[config.mk]
export PLATFORM = sky130hd
export DESIGN_NAME = prbs_core_lfsr
export DESIGN_NICKNAME = d
export VERILOG_FILES = /design/src/rtl/prbs_core_lfsr.sv
export SDC_FILE = /design/constraint.sdc
export NUM_CORES = 1
export LEC_CHECK = 0
export CELL_PAD_IN_SITES_DETAIL_PLACEMENT = 0
export CELL_PAD_IN_SITES_GLOBAL_PLACEMENT = 1
export CORE_MARGIN = 4
export CORE_UTILIZATION = 25
export DETAILED_ROUTE_END_ITERATION = 7
export PLACE_DENSITY_LB_ADDON = 0.1
export SLEW_MARGIN = 20
export SYNTH_ARGS = -nofsm -noshare
export SYNTH_HDL_FRONTEND = slang
export SYNTH_SLANG_ARGS = --single-unit
[constraint.sdc]
create_clock -name dac_clk -period 4.05 [get_ports dac_clk]
set_input_delay 0.405 -clock dac_clk [delete_from_list [all_inputs] [get_ports dac_clk]]
set_output_delay 0.405 -clock dac_clk [all_outputs]
set_load 0.05 [all_outputs]
[src/rtl/prbs_core_lfsr.sv]
// ----------------------------------------------------------------------------
// prbs_core_lfsr
//
// Programmable-order PRBS generator clocked by a DAC clock. A phase
// accumulator sets the bit rate (f_dac_clk * ftw / 2^ACC_WIDTH). Each carry
// out of the accumulator shifts a Fibonacci LFSR once and registers one new
// output bit.
//
// Parameters
//   ACC_WIDTH     width of the phase accumulator and of prbs_rate_ftw
//   SEED_DEFAULT  LFSR state loaded at reset (masked to the selected order)
//
// Ports
//   dac_clk          in   clock, rising edge
//   reset            in   synchronous active-high reset
//   prbs_run         in   1 = accumulator advances, 0 = everything freezes
//   prbs_order_sel   in   polynomial: 0/7=PRBS7 1=PRBS9 2=PRBS11 3=PRBS15
//                         4=PRBS20 5=PRBS23 6=PRBS31
//   prbs_rate_ftw    in   bit-rate tuning word
//   prbs_seed        in   seed, low N bits used
//   prbs_seed_load   in   pulse: load prbs_seed, clear phase and pending error
//   prbs_invert      in   complement every emitted bit
//   prbs_err_inject  in   pulse: flip the next emitted bit
//   prbs_bit_out     out  registered PRBS bit
//   lfsr_clk_enable  out  one-cycle strobe, high on the edge a new bit appears
//   prbs_sync        out  pattern-start marker, coincident with the strobe
//   lfsr_state_dbg   out  current LFSR state, zero above bit N-1
// ----------------------------------------------------------------------------
module prbs_core_lfsr #(
    parameter int          ACC_WIDTH    = 32,
    parameter logic [30:0] SEED_DEFAULT = 31'h7FFF_FFFF
) (
    input  logic                 dac_clk,
    input  logic                 reset,
    input  logic                 prbs_run,
    input  logic [2:0]           prbs_order_sel,
    input  logic [ACC_WIDTH-1:0] prbs_rate_ftw,
    input  logic [30:0]          prbs_seed,
    input  logic                 prbs_seed_load,
    input  logic                 prbs_invert,
    input  logic                 prbs_err_inject,
    output logic                 prbs_bit_out,
    output logic                 lfsr_clk_enable,
    output logic                 prbs_sync,
    output logic [30:0]          lfsr_state_dbg
);

    // Polynomial description: register length N and second tap T.
    typedef struct packed {
        logic [4:0] len;
        logic [4:0] tap;
    } poly_t;

    logic [ACC_WIDTH-1:0] acc;
    logic [30:0]          state;
    logic                 pending;

    poly_t                poly;
    logic [30:0]          mask;
    logic [30:0]          masked;
    logic [30:0]          shifted;
    logic [30:0]          seed_masked;
    logic [30:0]          seed_next;
    logic [ACC_WIDTH:0]   sum;
    logic                 tick;
    logic                 fb;
    logic                 flip;
    logic                 locked;

    // NOTE: every signal assigned in always_comb gets a value on every path
    // (defaults first, or a full case with default) so no latch is inferred.
    always_comb begin
        poly = '{len: 5'd7, tap: 5'd6};
        case (prbs_order_sel)
            3'd0:    poly = '{len: 5'd7,  tap: 5'd6};
            3'd1:    poly = '{len: 5'd9,  tap: 5'd5};
            3'd2:    poly = '{len: 5'd11, tap: 5'd9};
            3'd3:    poly = '{len: 5'd15, tap: 5'd14};
            3'd4:    poly = '{len: 5'd20, tap: 5'd3};
            3'd5:    poly = '{len: 5'd23, tap: 5'd18};
            3'd6:    poly = '{len: 5'd31, tap: 5'd28};
            default: poly = '{len: 5'd7,  tap: 5'd6};
        endcase
    end

    always_comb begin
        // N ones in the low bits; len is at most 31 so the shift never wraps.
        mask        = 31'h7FFF_FFFF >> (5'd31 - poly.len);
        // Masking on read makes an order change effective immediately,
        // without a reload.
        masked      = state & mask;
        locked      = (masked == 31'd0);
        fb          = masked[poly.len - 5'd1] ^ masked[poly.tap - 5'd1];
        shifted     = ((masked << 1) | {30'd0, fb}) & mask;
        seed_masked = prbs_seed & mask;
        seed_next   = (seed_masked == 31'd0) ? mask : seed_masked;
        sum         = {1'b0, acc} + {1'b0, prbs_rate_ftw};
        tick        = prbs_run & sum[ACC_WIDTH];
        // Several inject pulses before one emission merge into one flip.
        flip        = pending | prbs_err_inject;
    end

    // NOTE: sequential state uses non-blocking assignments only, so every
    // register samples pre-edge values regardless of statement order.
    always_ff @(posedge dac_clk) begin
        if (reset) begin
            acc             <= '0;
            state           <= SEED_DEFAULT & mask;
            pending         <= 1'b0;
            prbs_bit_out    <= 1'b0;
            lfsr_clk_enable <= 1'b0;
            prbs_sync       <= 1'b0;
        end else if (prbs_seed_load) begin
            // Load wins over shifting; the bit output holds and the phase
            // restarts from zero.
            acc             <= '0;
            state           <= seed_next;
            pending         <= 1'b0;
            lfsr_clk_enable <= 1'b0;
            prbs_sync       <= 1'b0;
        end else begin
            lfsr_clk_enable <= 1'b0;
            prbs_sync       <= 1'b0;
            if (prbs_run) begin
                acc <= sum[ACC_WIDTH-1:0];
            end
            if (locked) begin
                // All-zero is the LFSR's stuck state: escape to all-ones and
                // drop this tick rather than emit a bit from a dead register.
                state <= mask;
                if (prbs_run) begin
                    pending <= flip;
                end
            end else if (tick) begin
                state           <= shifted;
                prbs_bit_out    <= fb ^ prbs_invert ^ flip;
                pending         <= 1'b0;
                lfsr_clk_enable <= 1'b1;
                prbs_sync       <= (shifted == mask);
            end else if (prbs_run) begin
                pending <= flip;
            end
        end
    end

    assign lfsr_state_dbg = masked;

endmodule

### After elaboration in Yosys (flattened, before gate mapping)

Index checks and enable logic that the tools add are counted.

* register bits: 67
* output and inout bits: 34
* word-level logic and storage cells: 53

* add/subtract/negate cells: 4
* order comparisons: 2
* equal/unequal tests: 7
* shift operators: 1
* multiplexer cells: 14
* bitwise logic cells: 12
* reductions and logical operators: 7

Operator list (count)
* $mux 31: 5
* $and 31x31->31: 3
* $logic_not 31->1: 2
* $pmux 10 s6: 1
* $add 32x32->33: 1
* $eq 31x31->1: 1
* $or 31x1->31: 1
* $shr 31x5->31 const A: 1
* $lt 5x6->1 const B: 2
* $bmux 1 s5: 2
* $sub 5x1->5 const B: 2
* $eq 3x3->1 const B: 3
* $eq 3x2->1 const B: 2
* $mux 1: 6
* $sub 5x5->5 const A: 1
* $reduce_bool 4->1: 1
* $reduce_or 4->1: 1
* $eq 3x1->1 const B: 1
* $not 1->1: 3
* $reduce_and 3->1: 1
* $reduce_or 3->1: 1
* $xor 1x1->1: 3
* $reduce_or 2->1: 1
* $and 1x1->1: 1
* $or 1x1->1: 1

### Longest topological paths before layout

Gate-level depths: netlist (run 1).

* depth in word-level cells: 14
* mapped depth: 21

### Worst setup path after synthesis (run 1)

No wires, ideal clock.

* path kind: input-to-reg
* from: input port prbs_order_sel[2]
* to: register state[0] (enable)
* arrival time: 3.914 ns
* path slack: -0.336 ns
* stages: 18
* path through: buf_2 > buf_2 > buf_2 > clkbuf_1 > xor2_1 > nand2b_1 > inv_1 > ha_1 > inv_1 > ha_1 > clkbuf_1 > a21oi_1 > nor2b_1 > nor2_1 > nand4_1 > nand2_1 > inv_1 > nand2_1

* cells in the longest elaborated chain, start to end: 7
* elaborated cells between the ends (all ways): 12
* classes of those cells: add/sub (1); eq/ne (6); shift (1); mux (1); bitwise (1); reduce/logical (2)

RTL lines
* start, declared: line 36 `input logic [2:0] prbs_order_sel,`
* $eq 3x3->1, or another cell as far along: line 74 `case (prbs_order_sel)`
* $pmux 10 s6 (*): line 74
* $sub 5x5->5 (*): line 88 `mask = 31'h7FFF_FFFF >> (5'd31 - poly.len);`
* $shr 31x5->31 (*): line 88
* $and 31x31->31 (*): line 91 `masked = state & mask;`
* named net lfsr_state_dbg[4]: line 45 `output logic [30:0] lfsr_state_dbg`
* $logic_not 31->1 (*): line 92 `locked = (masked == 31'd0);`
* $reduce_bool 4->1 (no source line) (*)
* end signal, assigned: line 108 `state <= SEED_DEFAULT & mask;`
* end signal, assigned: line 117 `state <= seed_next;`
* end signal, assigned: line 130 `state <= mask;`
* end, declared: line 55 `logic [30:0] state;`

Mark *: on every way through the listed nets, which the timed path passes. The rest lies on a longest branch.
A chain may end at the register's enable or synchronous reset.

### Worst setup path in the final report (run 1)

* from: input port prbs_rate_ftw[8]
* to: register state[30] (enable)

* cells in the longest elaborated chain, start to end: 3

RTL lines
* start, declared: line 37 `input logic [ACC_WIDTH-1:0] prbs_rate_ftw,`
* $add 32x32->33: line 97 `sum = {1'b0, acc} + {1'b0, prbs_rate_ftw};`
* $and 1x1->1: line 98 `tick = prbs_run & sum[ACC_WIDTH];`
* $reduce_bool 4->1 (no source line)

Every way passes these cells.

==> results of run 1 <==
==> state kept, by name (all words and copies together), names as in the netlist <==
signal	cells
acc	32
prbs_bit_out	1
prbs_sync	1
lfsr_clk_enable	1
state	31
pending	1
==> layout make-up <==
class,instances,area share [%]
Clock buffer,10,3.18
Clock inverter,6,0.937
Inverter,24,1.25
Multi-Input combinational cell,512,49.9
Sequential cell,67,22.9
Tap cell,280,4.86
Timing Repair Buffer,129,16.9
==> layout by cell type (no fill, tap or decap), types with 3 or more instances in the layout <==
cell              n
a2111oi_0         3
a211oi_1         12
a21o_1           12
a21oi_1          64
a22oi_1           5
a31oi_1           8
and2_1           13
and3_1           16
buf_4            34
clkbuf_16         9
clkdlybuf4s50_1  92
dfxtp_1          36
edfxtp_1         31
ha_1             35
inv_1            24
mux2i_1          25
nand2_1          24
nand2b_1          7
nand3_1          14
nand3b_1          6
nand4_1           8
nor2_1           63
nor2b_1           6
nor3_1            7
nor4_1            6
o2111ai_1         3
o211ai_1          3
o21a_1           10
o21ai_0          33
o21ai_1           3
o21bai_1          6
o22a_1            5
o22ai_1          28
xnor2_1          17
xor2_1           12
==> cells by family (layout without fill, tap and decap cells) <==
logic type               after synthesis  count (layout)  share of synthesized area [%]
multiplexers                          29              29                           5.77
XOR/XNOR                              30              30                           4.91
AO/OA/AOI/OAI                        228             228                           28.2
adder cells (fa/ha/maj)               36              36                           8.32
AND/OR/NAND/NOR                      189             189                           18.0
buffers and inverters                 63             169                           4.77
flip-flops                            67              67                           30.0
==> critical path: stages <==
cell             delay [ps]
clkdlybuf4s50_1         410
ha_1                    370
a21oi_1                 250
nor2b_1                  70
a2111oi_0               530
o21ai_1                 190
a21oi_1                 260
a211oi_2                150
o41ai_4                 480
nand2_2                 240
buf_12                  220
==> path summary, 6_finish.rpt <==
kind                    start        end  depth (start not counted)  slack (ps)
max          prbs_rate_ftw[8]  state[30]                         11         590
min                   acc[27]    acc[27]                          2         480
max reg2reg            acc[8]  state[30]                         10         780
min reg2reg           acc[27]    acc[27]                          2         480
==> stage by stage <==
step	power [mW]	cell area [sq um]	worst slack (ps)	utilization, %	cells
after floorplan	1.27	5520	259	-	642
after global placement	1.53	6910	169	31.8	1012
after detailed placement	1.53	6910	183	31.8	1012
after CTS	2.37	7210	531	33.1	1028
after global routing	2.46	7210	275	33.1	1028
final	2.34	7210	589	33.1	1028
==> where the power goes <==
part           leakage (nW)  switching (mW)  internal (mW)
clock network         0.139           0.341          0.479
logic                  2.14           0.406          0.305
registers             0.612          0.0459          0.760
total                  2.89           0.793           1.54
==> per-layer routing <==
layer,share of wire [%],wire length (microns),GRT usage (%)
met1,43,8310,18.7
met2,51,9740,27.7
met3,4.4,834,2.74
met4,1.5,284,4.46
met5,0,0,0
==> flow_metrics.env, run 1 <==
export IMPL_grt_pass1_wl_microns=29700
export IMPL_synth_ff_type="dfxtp_1"
export IMPL_hold_class="flip-flop to flip-flop"
export IMPL_cts_reportedPaths_clkPinSlew_ps=60
export IMPL_fp_dieW_microns=156
export IMPL_io_buffers=105
export IMPL_initial_utilization_pct=25.3
export IMPL_synth_top_area_share_pct=16.9
export IMPL_drc_errors=0
export IMPL_worst_slew_pin_slew_ps=826
export IMPL_grt_use_total_pct=15.4
export IMPL_fmax_mhz=289
export IMPL_syn_area_sq_um=5510
export IMPL_grt_max_degree=47
export IMPL_num_vias=5249
export IMPL_tritoncts="yes"
export IMPL_fillers=2315
export IMPL_numCtsBuffers=9
export IMPL_synthCells=642
export IMPL_outcome="completed"
export IMPL_crit_arrival_ps=3570
export IMPL_ff_latch_area_sq_um=1650
export IMPL_report_final_slew_viol_count=0
export IMPL_place_gp_congestion=0.858
export IMPL_yosysWarnings=0
export IMPL_finalClockSkew_ps=6.92
export IMPL_num_rows=54
export IMPL_drive_gt1_share_pct=10.4
export IMPL_synth_edff_count=31
export IMPL_synthTopCellsByArea="edfxtp_1 (17%), dfxtp_1 (13%), ha_1 (8.0%)"
export IMPL_rsz0062_at_grt="no"
export IMPL_synth_largest_area_cell="edfxtp_1"
export IMPL_drv_cap=0
export IMPL_endpoint_kind="flip-flop"
export IMPL_dp_hpwl_microns=14700
export IMPL_synth_nets=750
export IMPL_ys_ff_latch=67
export IMPL_synth_common_cells="a21oi_1 (64), nor2_1 (63), dfxtp_1 (36), ha_1 (35), o21ai_0 (33)"
export IMPL_avgSynthCellArea_sq_um=8.58
export IMPL_cts_sinks=67
export IMPL_fp_dieH_microns=156
export IMPL_relSlewSlack_pct=43.5
export IMPL_diodes=0
export IMPL_grt_pass1_vias=5386
export IMPL_cts_hold_buf=0
export IMPL_finalSetupViolations=0
export IMPL_cts_root_buf="clkbuf_16"
export IMPL_area_delta_synth_final_pct=30.9
export IMPL_ios=106
export IMPL_hold_violations=0
export IMPL_holdWs_ps=479
export IMPL_clockBufferDepth=2
export IMPL_multi_input_area_sq_um=3600
export IMPL_final_nets=851
export IMPL_cts_resized_gates=0
export IMPL_seq_area_frac_synth_pct=30.0
export IMPL_drtAntennaViolNets=0
export IMPL_powerDensity_nw_per_um2=324
export IMPL_drt_iter0_drc=282
export IMPL_die_area_sq_um=24500
export IMPL_yosysMostFrequentCell="a21oi_1"
export IMPL_routedWlPerCell_microns=18.6
export IMPL_clkLatencyLatePin_ps=350
export IMPL_dr_pass1_iters=4
export IMPL_cts_setup_buffers=0
export IMPL_grt_antenna_before_repair=0
export IMPL_ys_types=78
export IMPL_post_route_period_util_pct=85.5
export IMPL_required_ps=4150
export IMPL_async_flop_share_pct=0
export IMPL_peakVddDrop_mv=0.201
export IMPL_wl_microns=19200
export IMPL_p_leak_nw=2.89
export IMPL_worstSetupPathType="input pin to flip-flop"
export IMPL_period_needed_ps=3460
export IMPL_cp_max_fo=19
export IMPL_cts_htree_levels=3
export IMPL_setup_tns_ps=0
export IMPL_core_sq_um=21800
export IMPL_grt_ovfl_total=0
export IMPL_via_per_inst=5.11
export IMPL_start_kind="input pin"
Power figures use the tool's default switching activity.
==> run 2, diff against run 1 <==
ABC_AREA = 1   (was not set)
RECOVER_POWER = 100   (was not set)
clock period = 3.5 ns   (was 4.05 ns; I/O delays follow)
==> run 2 against run 1 <==
Net effect:
- combinational power increased by 27%
- worst setup slack worse by 310 ps
- highest routed layer unchanged
- clock power grew 17%
- global-route usage grew 3.3 points
- sequential cell count unchanged
- largest cell class unchanged
- sequential power is 16% higher
- critical path type unchanged
- critical path depth is 4 higher
- synthesized cell count rose by 58%
- first-iteration DRC count increased by 34%
- final area rose by 13%
- register-to-register slack worse by 40 ps
==> flow_metrics.env, run 2 <==
export IMPL_outcome="completed"
export IMPL_peakVddDrop_mv=0.193
export IMPL_worstSetupPathType="input pin to flip-flop"
export IMPL_grt_ovfl_total=0
export IMPL_grt_pass1_vias=7080
export IMPL_hold_violations=0
export IMPL_syn_area_sq_um=6330
export IMPL_routedWlPerCell_microns=17.8
export IMPL_fp_dieH_microns=167
export IMPL_most_common_layout_cells="nand2_1 (261), inv_1 (159), nor2_1 (113)"
export IMPL_rsz0062_at_grt="no"
export IMPL_grt_busiest_layer="met2"
export IMPL_powerDensity_nw_per_um2=344
export IMPL_num_rows=57
export IMPL_cts_hold_buf=0
export IMPL_synth_top_area_share_pct=15.2
export IMPL_worst_slew_pin_slew_ps=667
export IMPL_required_ps=3690
export IMPL_grt_use_total_pct=18.6
export IMPL_synth_ff_type="dfxtp_1"
export IMPL_drt_iter0_drc=379
export IMPL_synth_common_cells="nand2_1 (257), inv_1 (157), nor2_1 (113), o21ai_0 (78), nand3_1 (72)"
export IMPL_diodes=0
export IMPL_synthTopCellsByArea="nand2_1 (15%), edfxtp_1 (15%), dfxtp_1 (11%)"
export IMPL_via_per_inst=4.76
export IMPL_final_common_cell="nand2_1"
export IMPL_yosysWarnings=0
export IMPL_ys_types=48
export IMPL_layout_cells_non_filler=1463
export IMPL_dr_pass1_iters=7
export IMPL_grt_antenna_before_repair=0
export IMPL_ys_ff_latch=67
export IMPL_numCtsBuffers=9
export IMPL_grt_pass1_wl_microns=40900
export IMPL_rr_worst_depth=12
export IMPL_synth_nets=1121
export IMPL_cts_htree_levels=3
export IMPL_grt_met3_usage_pct=2.48
export IMPL_p_leak_nw=4.18
export IMPL_finalSetupViolations=0
export IMPL_ios=106
export IMPL_crit_arrival_ps=3410
export IMPL_drc_errors=0
export IMPL_min_path_cells=2
export IMPL_cts_setup_buffers=0
export IMPL_dp_hpwl_microns=21300
export IMPL_relSlewSlack_pct=55.3
export IMPL_post_route_period_util_pct=91.9
export IMPL_met2_usage_pct=28.8
export IMPL_area_delta_synth_final_pct=28.5
export IMPL_endpoint_kind="flip-flop"
export IMPL_drtAntennaViolNets=0
export IMPL_final_nets=1242
export IMPL_clockBufferDepth=2
export IMPL_cts_reportedPaths_clkPinSlew_ps=70
export IMPL_reg_top3="acc (32), state (31)"
export IMPL_use_met1_pct=27.1
export IMPL_hold_class="flip-flop to flip-flop"
export IMPL_largest_reg_flops=32
export IMPL_finalClockSkew_ps=15.3
export IMPL_switching_share_pct=37.2
export IMPL_synth_largest_area_cell="nand2_1"
export IMPL_seq_area_frac_synth_pct=26.1
export IMPL_report_final_slew_viol_count=0
export IMPL_cts_resized_gates=0
export IMPL_fillers=2774
export IMPL_initial_utilization_pct=25.7
export IMPL_cp_max_fo=17
export IMPL_place_gp_congestion=0.923
export IMPL_yosysMostFrequentCell="nand2_1"
export IMPL_wl_microns=26100
export IMPL_top_register="acc"
export IMPL_power_frac_comb_pct=32.4
export IMPL_cts_root_buf="clkbuf_16"
export IMPL_tritoncts="yes"
export IMPL_holdWs_ps=464
export IMPL_io_buffers=105
export IMPL_clkLatencyLatePin_ps=350
export IMPL_die_area_sq_um=27900
export IMPL_fp_dieW_microns=167
export IMPL_avgSynthCellArea_sq_um=6.25
export IMPL_internal_power_mw=1.76
export IMPL_grt_max_degree=27
export IMPL_multi_input_area_sq_um=3880
export IMPL_clock_power_share_pct=34.2
export IMPL_numPlacedInstances=1447
export IMPL_async_flop_share_pct=0
export IMPL_period_needed_ps=3220
export IMPL_drive_gt1_share_pct=7.02
export IMPL_core_sq_um=24600
export IMPL_regToRegSetupSlack_ps=740
export IMPL_synth_edff_count=31
export IMPL_power_switching_mw=1.04
export IMPL_fmax_mhz=311
export IMPL_synthCells=1013
export IMPL_ff_latch_area_sq_um=1650
export IMPL_postLayoutCoreUtil_pct=33.1
export IMPL_cts_sinks=67
export IMPL_start_kind="input pin"
export IMPL_p_seq_share_pct=33.4
export IMPL_drv_cap=0
export IMPL_num_vias=6959
export IMPL_setup_tns_ps=0
## run 2: critical path, cell delays in order
cell and delay (ps):
dlygate4sd3_1 620, inv_1 140, nand2_4 80, buf_4 150, nand2_4 160, nand2_1 170
nand4_1 290, nor2_1 170, nand2_1 90, nor2_1 230, nand2_2 80, inv_1 290
clkbuf_1 290, nor3_1 90, a211oi_1 170
## run 2: stage by stage
stage | setup WS (ps) | total power, mW | instance area, sq um
detailed placement | 160 | 1.87 | 7930
global placement | 148 | 1.89 | 7930
CTS | 455 | 2.85 | 8230
finish | 282 | 2.80 | 8140
floorplan | 304 | 1.50 | 6330
global route | 119 | 2.97 | 8140
## run 2: final cells by class
class	instances	share of cell area (%)
Multi-Input combinational cell	750	47.7
Sequential cell	67	20.3
Timing Repair Buffer	140	15.7
Inverter	166	7.75
Tap cell	324	4.98
Clock buffer	9	2.77
Clock inverter	7	0.830
## run 2: power by group through the flow
stage / clock (mW) / combinational (mW) / sequential [mW]
6_report: 0.957 / 0.906 / 0.933
5_1_grt: 1.02 / 1.01 / 0.937
4_1_cts: 0.986 / 0.930 / 0.932
3_5_place_dp: 0 / 0.925 / 0.949
3_3_place_gp: 0 / 0.940 / 0.951
2_1_floorplan: 0 / 0.570 / 0.927
## run 2: per-layer routing
metal  vias up  part of all wire [%]
met5         -                     0
met4         0                   2.2
met3        36                   3.8
met2       166                    44
met1      3204                    50
li1       3553                     -
## run 2: cells by family after synthesis
family / share of synthesized area (%)
xor+xnor: 2.07
flops: 26.1
compound gates: 17.5
buf+inv: 12.5
simple gates: 34.6
fa+ha+maj: 7.23
## run 2: path summary, 6_finish.rpt
kind,start,end
worst min register to register,acc[0],acc[0]
worst max register to register,acc[0],state[2]
worst max-delay path,prbs_order_sel[0],state[22]
worst min-delay path,acc[0],acc[0]
==> run 3, diff against run 2 <==
SLEW_MARGIN = 10   (was 20)
==> results of run 3 <==
No change in the layout: final DEF, timing and power equal those of run 2.
